## config.mk

```make
export PLATFORM = sky130hd
export DESIGN_NAME = conv_sequencer
export DESIGN_NICKNAME = d
export VERILOG_FILES = /design/src/rtl/conv_sequencer_pkg.sv /design/src/rtl/conv_window_buf.sv /design/src/rtl/conv_sequencer.sv
export SDC_FILE = /design/constraint.sdc
export NUM_CORES = 1
export LEC_CHECK = 0
export BUFFER_PORTS_ARGS = -buffer_cell sky130_fd_sc_hd__clkbuf_2
export CORE_AREA = 2 2 311 313
export CTS_CLUSTER_DIAMETER = 100
export DETAILED_ROUTE_END_ITERATION = 6
export DIE_AREA = 0 0 313 315
export SYNTH_ARGS = -nofsm -noshare
export SYNTH_HDL_FRONTEND = slang
export SYNTH_SLANG_ARGS = --single-unit
```

## constraint.sdc

```tcl
create_clock -name i_clk -period 2.51 [get_ports i_clk]
set_input_delay 0.502 -clock i_clk [delete_from_list [all_inputs] [get_ports i_clk]]
set_output_delay 0.502 -clock i_clk [all_outputs]
set_load 0.02 [all_outputs]
```

## src/rtl/conv_sequencer_pkg.sv

```systemverilog
// Shared types and constants for the convolution sequencer and the engine integration around it.
package conv_sequencer_pkg;

  localparam int unsigned DATA_W           = 16;
  localparam int unsigned WEIGHT_W         = 24;
  localparam int unsigned N_WEIGHTS        = 3;
  localparam int unsigned DEFAULT_DATA_LEN = 40;
  localparam int unsigned DEFAULT_TIMEOUT  = 16;

  typedef enum logic [1:0] {
    S_FILL  = 2'd0,
    S_START = 2'd1,
    S_WAIT  = 2'd2,
    S_OUT   = 2'd3
  } state_e;

  typedef logic [N_WEIGHTS-1:0][WEIGHT_W-1:0] weights_t;

  // Counter width able to index n items; never narrower than one bit.
  function automatic int unsigned cnt_width(input int unsigned n);
    return (n > 1) ? $clog2(n) : 1;
  endfunction

endpackage

```

## src/rtl/conv_window_buf.sv

```systemverilog
// Window register file: one indexed write port, every word visible in parallel.
module conv_window_buf
  import conv_sequencer_pkg::*;
#(
  parameter int unsigned DATA_LEN = DEFAULT_DATA_LEN,
  localparam int unsigned IDX_W   = cnt_width(DATA_LEN)
) (
  input  logic                              i_clk,
  input  logic                              i_rst_n,
  input  logic                              i_wr_en,
  input  logic [IDX_W-1:0]                  i_wr_idx,
  input  logic [DATA_W-1:0]                 i_wr_data,
  output logic [DATA_LEN-1:0][DATA_W-1:0]   o_data
);

  // Words not rewritten in a window keep their previous contents.
  always_ff @(posedge i_clk or negedge i_rst_n) begin
    if (!i_rst_n) begin
      o_data <= '0;
    end else if (i_wr_en) begin
      o_data[i_wr_idx] <= i_wr_data;
    end
  end

endmodule

```

## src/rtl/conv_sequencer.sv

```systemverilog
// Collects a window of samples, kicks the convolution engine, and hands its results downstream
// with a bounded wait for completion.
module conv_sequencer
  import conv_sequencer_pkg::*;
#(
  parameter int unsigned DATA_LEN = DEFAULT_DATA_LEN,
  parameter int unsigned TIMEOUT  = DEFAULT_TIMEOUT
) (
  input  logic                              i_clk,
  input  logic                              i_rst_n,
  input  logic                              i_in_valid,
  output logic                              o_in_ready,
  input  logic [DATA_W-1:0]                 i_in_data,
  output logic                              o_conv_start,
  output logic [DATA_LEN-1:0][DATA_W-1:0]   o_conv_data,
  input  weights_t                          i_conv_weights,
  input  logic                              i_conv_finished,
  output logic                              o_out_valid,
  input  logic                              i_out_ready,
  output weights_t                          o_out_weights,
  output logic                              o_timeout
);

  localparam int unsigned CNT_W = cnt_width(DATA_LEN);
  localparam int unsigned TO_W  = cnt_width(TIMEOUT);
  localparam logic [CNT_W-1:0] LAST_IDX = CNT_W'(DATA_LEN - 1);
  // Pulse on the edge where the wait counter steps onto TIMEOUT-1.
  localparam logic [TO_W-1:0]  TO_LAST  = TO_W'((TIMEOUT > 1) ? TIMEOUT - 2 : 0);

  state_e           state;
  logic [CNT_W-1:0] wr_cnt;
  logic [TO_W-1:0]  to_cnt;
  logic             accept_c;

  assign accept_c = i_in_valid && o_in_ready && (state == S_FILL);

  conv_window_buf #(
    .DATA_LEN (DATA_LEN)
  ) u_buf (
    .i_clk     (i_clk),
    .i_rst_n   (i_rst_n),
    .i_wr_en   (accept_c),
    .i_wr_idx  (wr_cnt),
    .i_wr_data (i_in_data),
    .o_data    (o_conv_data)
  );

  // Sequencer FSM; every handshake output is a register so nothing flows from inputs to outputs.
  always_ff @(posedge i_clk or negedge i_rst_n) begin
    if (!i_rst_n) begin
      state         <= S_FILL;
      wr_cnt        <= '0;
      to_cnt        <= '0;
      o_in_ready    <= 1'b1;
      o_conv_start  <= 1'b0;
      o_out_valid   <= 1'b0;
      o_timeout     <= 1'b0;
      o_out_weights <= '0;
    end else begin
      o_conv_start <= 1'b0;
      o_timeout    <= 1'b0;
      case (state)
        S_FILL: begin
          if (accept_c) begin
            if (wr_cnt == LAST_IDX) begin
              wr_cnt       <= '0;
              o_in_ready   <= 1'b0;
              o_conv_start <= 1'b1;
              state        <= S_START;
            end else begin
              wr_cnt <= wr_cnt + CNT_W'(1);
            end
          end
        end
        S_START: begin
          to_cnt <= '0;
          state  <= S_WAIT;
        end
        S_WAIT: begin
          if (i_conv_finished) begin
            o_out_weights <= i_conv_weights;
            o_out_valid   <= 1'b1;
            state         <= S_OUT;
          end else begin
            to_cnt <= to_cnt + TO_W'(1);
            if (to_cnt == TO_LAST) begin
              o_timeout  <= 1'b1;
              o_in_ready <= 1'b1;
              state      <= S_FILL;
            end
          end
        end
        S_OUT: begin
          if (i_out_ready) begin
            o_out_valid <= 1'b0;
            o_in_ready  <= 1'b1;
            state       <= S_FILL;
          end
        end
        default: state <= S_FILL;
      endcase
    end
  end

endmodule

```

# Word-level counts from Yosys, hierarchy flattened
# Index checks and enable logic that the tools add are counted.
[op_classes]
add_sub_neg = 2
n_div = 0
mux = 27
n_reduce_logical = 13
n_eq_ne = 12
n_bitwise = 0
n_shift = 0
n_lt_le_gt_ge = 2
multipliers = 0
[ops]
columns = ["op", "n"]
rows = [
  ["640-bit bitwise mux", 1],
  ["16-bit demux with 6-bit select", 1],
  ["16-bit two-way mux", 1],
  ["1-bit two-way mux", 13],
  ["2-bit two-way mux", 5],
  ["2-bit != test (second input constant)", 5],
  ["2-bit case mux with 4 select lines", 1],
  ["4-bit case mux with 2 select lines", 1],
  ["6-bit by 7-bit less-than comparator with 1-bit output (second input constant)", 1],
  ["6-bit by 1-bit adder with 6-bit output (second input constant)", 1],
  ["6-bit == test (second input constant)", 1],
  ["6-bit by 1-bit greater-or-equal comparator with 1-bit output (second input constant)", 1],
  ["6-bit two-way mux", 1],
  ["2-bit AND reduction", 3],
  ["6-bit AND reduction", 1],
  ["4-bit by 1-bit adder with 4-bit output (second input constant)", 1],
  ["2-bit == test (second input constant)", 2],
  ["4-bit == test (second input constant)", 1],
  ["4-bit two-way mux", 1],
  ["4-bit AND reduction", 1],
  ["2-bit nonzero test", 2],
  ["1-bit logical AND", 3],
  ["3-bit != test (second input constant)", 1],
  ["1-bit case mux with 3 select lines", 1],
  ["other kinds (6)", 6],
]
[totals]
memories = 0
elab_cells = 106
ff_bits = 728
ramBits = 0
latchBits = 0
rom_bits = 0
out_inout_bits = 716

# Longest topological paths before layout
# Gate-level depths: netlist (run 1).
[logic_depth]
word_depth = 5
ltp_mapped = 7
depth_no_buf = 5

# Hierarchy
# A second synthesis (run 1) with hierarchy kept.
[hier_totals]
cells_unflattened = 1697
hier_area_um2 = 28041.9
[by_module_without_submodules]
columns = ["module", "seq_area_each_um2", "cells_per_inst", "n_inst", "area_per_inst_um2"]
rows = [
  ["conv_window_buf", 16015.4, 1459, 1, 24463.5],
  ["conv_sequencer", 2203.4, 238, 1, 3578.4],
]

# Worst setup path after synthesis (run 1)
# No wires, ideal clock.
[synth_timing]
path_type = "flip-flop to flip-flop"
from = "register o_in_ready"
to = "register u_buf.o_data[213] in the netlist's numbering"
t_arrival_ps = 2064
required_ps = 2385
setup_ps = 125
path_stages_with_launch = 7
setup_slack_ps = 321
synth_period_minus_slack_ps = 2189
cell_sequence = "dfstp_2 -> nand4bb_1 -> buf_2 -> buf_2 -> nor3_2 -> buf_2 -> mux2_2"
[synth_via]
elab_chain_len = 2
[synth_lines]
columns = ["element", "line_no", "source"]
rows = [
  ["start, declared", "conv_sequencer.sv:12", "output logic o_in_ready,"],
  ["start signal, assigned", "conv_sequencer.sv:54", "o_in_ready <= 1'b1;"],
  ["start signal, assigned", "conv_sequencer.sv:67", "o_in_ready <= 1'b0;"],
  ["start signal, assigned", "conv_sequencer.sv:88", "o_in_ready <= 1'b1;"],
  ["1-bit logical AND (2 in a row)", "conv_sequencer.sv:35", "assign accept_c = i_in_valid && o_in_ready && (state == S_FILL);"],
  ["end signal, assigned by index", "conv_window_buf.sv:21", "o_data[i_wr_idx] <= i_wr_data;"],
  ["end, declared", "conv_window_buf.sv:13", "output logic [DATA_LEN-1:0][DATA_W-1:0] o_data"],
]
# No other way between the ends.
# A chain may end at the register's enable or synchronous reset.

# Final worst setup path (run 1)
[layout_timing]
from = "register wr_cnt[4]"
to = "register u_buf.o_data[281] in the netlist's numbering"
[layout_via]
elab_chain_len = 5
word_cells_on_any_way = 6
classes_between = "2 x order compare; 3 x mux; 1 x reduce/logical"
[layout_lines]
columns = ["element", "line_no", "source"]
rows = [
  ["start, declared", "conv_sequencer.sv:31", "logic [CNT_W-1:0] wr_cnt;"],
  ["start signal, assigned", "conv_sequencer.sv:71", "wr_cnt <= wr_cnt + CNT_W'(1);"],
  ["6-bit by 7-bit less-than comparator with 1-bit output (not written as such) or 6-bit by 1-bit greater-or-equal comparator with 1-bit output (tied branches)", "conv_window_buf.sv:21", ""],
  ["1-bit logical AND (not written as such)", "conv_window_buf.sv:21", ""],
  ["16-bit two-way mux (not written as such)", "conv_window_buf.sv:21", ""],
  ["16-bit demux with 6-bit select *", "--", ""],
  ["640-bit bitwise mux *", "conv_window_buf.sv:21", ""],
]
# Mark *: on every way between the ends. The rest lies on a longest branch, timed or not.

==> summary.md, run 1 <==
| Metric | Value |
|---|---|
| Status | `completed` |
| R2r setup slk | `roughly 0.26 ns` |
| Critical Path End | `u_buf.o_data[281]` |
| Ys flop type | `dfrtp_1` |
| Worst hold margin | `0.0756 ns` |
| Setup crit start kind | `register` |
| Vias/cell | `4.54` |
| Top cells by count, synth | `dfrtp_1, mux2_2, clkbuf_1, buf_2, nand3_1` |
| Global Route Usage Sum | `18.2%` |
| First-pass GRT wire length | `131000 microns` |
| # DRC | `0` |
| Initial DRT Pass Iterations | `4` |
| Power per cell area | `990 nW/um^2` |
| Syn Nets | `~1800` |
| Most frequent cell after synthesis | `dfrtp_1` |
| Total Power | `36.7 mW` |
| Final setup viols | `0` |
| H-tree levels | `3` |
| Maximum VDD drop | `878 uV` |
| Max-slew headroom | `53.5%` |
| Clock Skew | `0.0298 ns` |
| Routed WL | `91100 microns` |
| Final setup TNS | `0 ns` |
| Core area | `95700 sq um` |
| Fraction of registers with async set/reset | `between 90% and 100%` |
| Initial core utilization | `29.0%` |
| Mapped cell area | `27800 sq um` |
| Max-slew violations | `0` |
| RSZ-0062 raised after global routing | `no` |
| Clk_lat worst skew | `between 0.6 and 0.7 ns` |
| Final min period | `around 2.3 ns` |
| Die area | `about 100000 sq um` |
| Dominant cells by area after synthesis | `dfrtp_1, mux2_2, clkbuf_1` |
| Leakage | `19.9 nW` |
| Final Cycle Share | `89.7%` |
| Synthesis Warnings | `0` |
| Post-DP HPWL | `62600 microns` |
| Post-synth EDFFs | `0` |
| Post-route antenna net violation count | `0` |
| Reported max-cap violation count | `0` |
| Nets | `2675` |
| Register area share after synthesis | `roughly two thirds` |
| Worst endpoint required time | `between 3 and 4 ns` |
| Critical Path, Cell by Cell | `or3b_1 > or4_1 > buf_4 > mux2_1` |
| Worst Hold Class | `in -> reg` |
| CTS tree | `yes` |
| Die Ht | `315 microns` |
| Reg2reg path depth | `4` |
| Layout area overhead | `33.6%` |
| Wirelength per Cell | `23.2 microns` |
| Final Hold Fails | `0` |
| Fillcell total | `9135` |
| CTS Buf Count | `84` |
| Synth top area share | `65.5%` |
| Synth area leader | `dfrtp_1` |
| Worst r2r src | `wr_cnt[4]` |
| Mapped Cells | `between 1500 and 2000` |
| CP arrival | `2.78 ns` |
| Clock transition at path regs | `0.06 ns` |
| Largest net degree at the start of global routing | `just under 50` |
| Max clock buf depth | `3` |
| Vias in the first global route | `18500` |
| CTS root buffer | `clkbuf_16` |
| Iteration-0 DRC Markers | `939` |
| FP Rows | `114` |
| Largest stage delay on the critical path | `0.62 ns` |
| Num ports | `809` |
| CP max-delay cell | `dfrtp_1` |
| Worst slew pin tran | `between 0.6 and 0.7 ns` |
| Critical Path Source | `wr_cnt[4]` |
| PortBufs | `808` |
| Kind of critical path | `reg -> reg` |
| Initial antenna violation count | `5` |
| GR Overflow Total | `0` |
| Postcts setup bufs | `0` |
| Worst r2r dst | `u_buf.o_data[281]` |
| FF+latch count, synth | `between 700 and 800` |
| Gpl congestion | `0.758` |
| Worst setup EP type | `register` |
| DR vias | `17800` |
| CP Max Fanout | `16` |
| Fmax | `444 MHz` |
| Yosys cell types | `45` |
| Ratio of cells with drive above 1 in the final layout | `about two thirds` |
| Die width | `313 microns` |
| Clk sink count | `728` |
| Min-Delay Path Depth | `2` |
| Average size of a mapped cell | `16.3 sq um` |
[cells by family (layout without fill, tap and decap cells)]
logic type	Yosys count	count (layout)	share of synthesized area, %
XOR/XNOR	2	2	0.0631
other	0	7	0
multiplexers	715	715	29.3
buffers and inverters	144	1090	2.25
AO/OA/AOI/OAI	19	19	0.424
adder cells (fa/ha/maj)	3	3	0.135
flip-flops	728	728	65.6
AND/OR/NAND/NOR	92	92	2.25
[state kept, by name, summed over array words and instances (netlist names)]
signal,flops
wr_cnt,6
to_cnt,4
u_buf.o_data,640
o_conv_start,1
o_timeout,1
o_in_ready,1
state,2
o_out_weights,72
o_out_valid,1
[how the worst min path moves through the flow]
stage	end	slack, ns	start
4_1_cts	o_out_weights[49]	0.0008	i_conv_weights[49]
6_report	o_out_weights[54]	0.08	i_conv_weights[54]
5_1_grt	o_out_weights[56]	0.04	i_conv_weights[56]
3_3_place_gp	u_buf.o_data[158]	0.48	u_buf.o_data[158]
2_1_floorplan	o_conv_start	0.21	i_rst_n
3_5_place_dp	u_buf.o_data[407]	0.48	u_buf.o_data[407]
[timing repair]
item,4_1_cts,5_1_grt
endpoints found under the hold margin,24,0
gates resized for setup,0,0
hold buffers,4,0
[report_power, final]
part / internal [mW] / leakage [nW] / switching, mW
combinational: 3.66 / 8.74 / 5.83
clock: 7.08 / 1.37 / 5.11
sequential: 13.9 / 9.83 / 1.16
[metal layers]
layer,track usage (%),part of all wire [%]
met5,0,0
met4,7.80,3.8
met2,29.8,48
met1,22.9,42
met3,4.39,6.2
[worst max-delay path, delay by kind of cell, from the launching register on]
kind / cells / cell delay (ns)
flip-flops: 1 / 0.62
multiplexers: 1 / 0.34
buffers and inverters: 1 / 0.26
AND/OR/NAND/NOR: 2 / 0.89
[cell type report]
| cell class | instances | area [sq um] | area share (%) |
|---|---|---|---|
| Sequential cell | 728 | 18200 | 49.1 |
| Multi-Input combinational cell | 831 | 9040 | 24.4 |
| Timing Repair Buffer | 929 | 5440 | 14.7 |
| Clock buffer | 122 | 2410 | 6.51 |
| Tap cell | 1276 | 1600 | 4.30 |
| Clock inverter | 34 | 343 | 0.924 |
| Inverter | 5 | 18.8 | 0.0506 |
| Antenna cell | 7 | 17.5 | 0.0472 |
[stage by stage]
stage	setup slack [ns]	instance area, sq um	utilization (%)	std cells
final	0.258	37100	38.8	3932
after detailed placement	0.263	34300	35.8	3765
after floorplan	0.321	27800	-	1703
after CTS	0.244	37100	38.7	3925
after global routing	0.0617	37100	38.7	3925
after global placement	0.252	34300	35.8	3765
[cells in the final DEF, fill, tap and decap left out, types with 4 or more instances in the layout]
cell type      instances
clkbuf_16             84
inv_1                  5
nor3_4                13
inv_6                  6
dfrtp_1              727
dlygate4sd3_1          4
clkbuf_1              21
clkinv_2              17
nand2_1               15
mux2_1                11
clkbuf_2             807
buf_12                37
o21ai_0                7
nor2_1                 4
nand3_1               20
clkbuf_8              17
buf_4                 80
or4_1                  4
mux2_2               681
diode_2                7
a21oi_1                4
mux2_4                20
Note: power is estimated with default switching activity, not from simulation.
==> run 2: changes to the inputs <==
Settings changed: BUFFER_PORTS_ARGS -buffer_cell sky130_fd_sc_hd__clkbuf_2 to default, DONT_BUFFER_PORTS from default to 1.
==> run 2 against run 1 <==
The run now ends with negative hold slack left. Critical endpoint is now u_buf.o_data[357]. Maximum frequency is 1.6% lower. Final area fell by 9.4%. Power down 5.6%. Largest power group unchanged. Largest cell class unchanged.
==> summary.md, run 2 (same netlist as run 1, synthesis figures left out) <==
| Metric | Value |
|---|---|
| Largest register FFs | `640` |
| Worst slew pin tran | `1.17 ns` |
| Worst setup margin | `0.221 ns` |
| Top reg by flops | `u_buf.o_data` |
| Final setup viols | `0` |
| Initial core utilization | `29.0%` |
| Max clock buf depth | `3` |
| Final Cycle Share | `91.2%` |
| Worst hold margin | `-0.446 ns` |
| Clock transition at path regs | `0.06 ns` |
| RSZ-0062 raised after global routing | `no` |
| Power per cell area | `approximately 1000 nW/um^2` |
| CTS Buf Count | `78` |
| Ratio of cells with drive above 1 in the final layout | `49.9%` |
| CP Max Fanout | `25` |
| H-tree levels | `3` |
| Vias in the first global route | `16300` |
| Post-route antenna net violation count | `0` |
| Final min period | `roughly 2.3 ns` |
| Die area | `about 99000 sq um` |
| Initial DRT Pass Iterations | `5` |
| Clock Skew | `approximately 0.018 ns` |
| Placed Area | `about 30000 sq um` |
| Max-slew violations | `0` |
| Setup slack at placement | `about 0.21 ns` |
| Layout area overhead | `21.0%` |
| Fmax | `approximately 440 MHz` |
| Psw | `around 11 mW` |
| Worst endpoint required time | `3.03 ns` |
| Routed WL | `~93000 microns` |
| Largest net degree at the start of global routing | `729` |
| Die width | `313 microns` |
| GR Overflow Total | `0` |
| Fillcell total | `between 9000 and 10000` |
| Failing checks | `negative hold slack` |
| First-pass GRT wire length | `128000 microns` |
| Internal power | `23.2 mW` |
| Placed cells | `2899` |
| Wirelength per Cell | `29.5 microns` |
| FP Rows | `roughly 110` |
| Total Power | `34.6 mW` |
| Worst setup EP type | `register` |
| Setup crit start kind | `register` |
| Die Ht | `315 microns` |
| Clk pwr share | `34.5%` |
| CTS root buffer | `clkbuf_16` |
| Core area | `95700 sq um` |
| Sw frac | `approximately 33%` |
| Postcts setup bufs | `0` |
| Max-slew headroom | `22.1%` |
| Most frequent cells in the layout | `dfrtp_1, mux2_2, dlygate4sd3_1` |
| Final cell count without fillers | `3158` |
| Largest registers | `u_buf.o_data (640), o_out_weights (72), wr_cnt (6)` |
| CTS tree | `yes` |
| Post-DP HPWL | `55500 microns` |
| Num ports | `809` |
| CP arrival | `2.81 ns` |
| Initial antenna violation count | `10` |
| Iteration-0 DRC Markers | `797` |
| Reported max-cap violation count | `0` |
| Kind of critical path | `reg -> reg` |
| Combinational fraction of design power | `between 10% and 20%` |
| Leakage | `16.5 nW` |
| Worst Hold Class | `in -> async` |
| Commonest non-fill, non-tap cell in the layout | `dfrtp_1` |
| Clk sink count | `roughly 730` |
| Fin area | `33600 sq um` |
| Maximum VDD drop | `644 uV` |
| Sequential share of power | `between 50% and 60%` |
| DR vias | `~16000` |
| # DRC | `0` |
| Gpl congestion | `0.770` |
| Final Hold Fails | `114` |
| Post-cts hold buffer count | `108` |
| Vias/cell | `4.92` |
| Clk_lat worst skew | `0.64 ns` |
| PortBufs | `0` |
| Global Route Usage Sum | `18.3%` |
| Final setup TNS | `0 ns` |
| Status | `finished, violations left` |
| Nets | `about 1900` |
| Resized Gates After CTS | `0` |
run 2: cell count changes in the layout (fill, tap and decap cells not counted), moves of 3 or more:
| cell | before | now |
|---|---|---|
| buf_12 | 37 | 19 |
| buf_16 | 0 | 12 |
| buf_4 | 80 | 47 |
| clkbuf_1 | 21 | 11 |
| clkbuf_16 | 84 | 80 |
| clkbuf_2 | 807 | 0 |
| clkbuf_8 | 17 | 20 |
| clkinv_2 | 17 | 11 |
| clkinvlp_4 | 1 | 5 |
| diode_2 | 7 | 3 |
| dlygate4sd3_1 | 4 | 95 |
| inv_6 | 6 | 3 |
run 2: worst paths after layout:
path                                   start                end  slack, ns  depth (start not counted)
worst max-delay path              o_in_ready  u_buf.o_data[357]       0.22                          6
min in group i_clk              i_in_data[5]   u_buf.o_data[69]       0.08                          1
worst max register to register    o_in_ready  u_buf.o_data[357]       0.22                          6
worst min register to register     to_cnt[0]          to_cnt[0]       0.58                          2
max in group asynchronous            i_rst_n   o_out_weights[4]       0.36                          3
worst min-delay path                 i_rst_n  u_buf.o_data[247]      -0.45                          0
run 2: per-stage QoR:
step | hold WS, ns | util (%)
5_1_grt | -0.502 | 35.1
6_report | -0.446 | 35.1
4_1_cts | -0.492 | 35.0
2_1_floorplan | 0.206 | -
3_3_place_gp | 0.223 | 30.8
3_5_place_dp | 0.219 | 30.8
run 2: cell type report:
cell class / instances / area (sq um) / share of cell area, %
sequential: 728 / 18200 / 54.2
multi-input combinational: 831 / 9050 / 26.9
clock buffer: 111 / 2320 / 6.90
timing repair buffer: 173 / 2010 / 5.99
tap: 1276 / 1600 / 4.75
clock inverter: 31 / 384 / 1.14
inverter: 5 / 18.8 / 0.0558
antenna: 3 / 7.51 / 0.0223
run 2: power by group through the flow:
stage | Clock [mW] | Sequential [mW] | Combinational [mW]
2_1_floorplan | 0 | 17.7 | 3.05
3_3_place_gp | 0 | 18.6 | 3.36
3_5_place_dp | 0 | 18.6 | 3.57
4_1_cts | 12.3 | 18.4 | 4.06
5_1_grt | 12.8 | 18.6 | 4.65
6_report | 11.9 | 18.4 | 4.27
run 2: critical path, stage by stage (launching register included):
cell and delay [ns]:
dfstp_2 0.54, buf_4 0.17, nor4bb_4 0.29, buf_4 0.32, nand3_1 0.23, buf_4 0.30, mux2_2 0.30
run 2: layer usage:
| metal | vias up | wire [microns] | global-route usage [%] | share of wire, % |
|---|---|---|---|---|
| met5 | - | 0 | 0 | 0 |
| li1 | 6217 | - | - | - |
| met4 | 0 | 3210 | 7.84 | 3.4 |
| met3 | 168 | 7620 | 6.02 | 8.2 |
| met2 | 750 | 46200 | 30.5 | 50 |
| met1 | 8397 | 36100 | 21.6 | 39 |
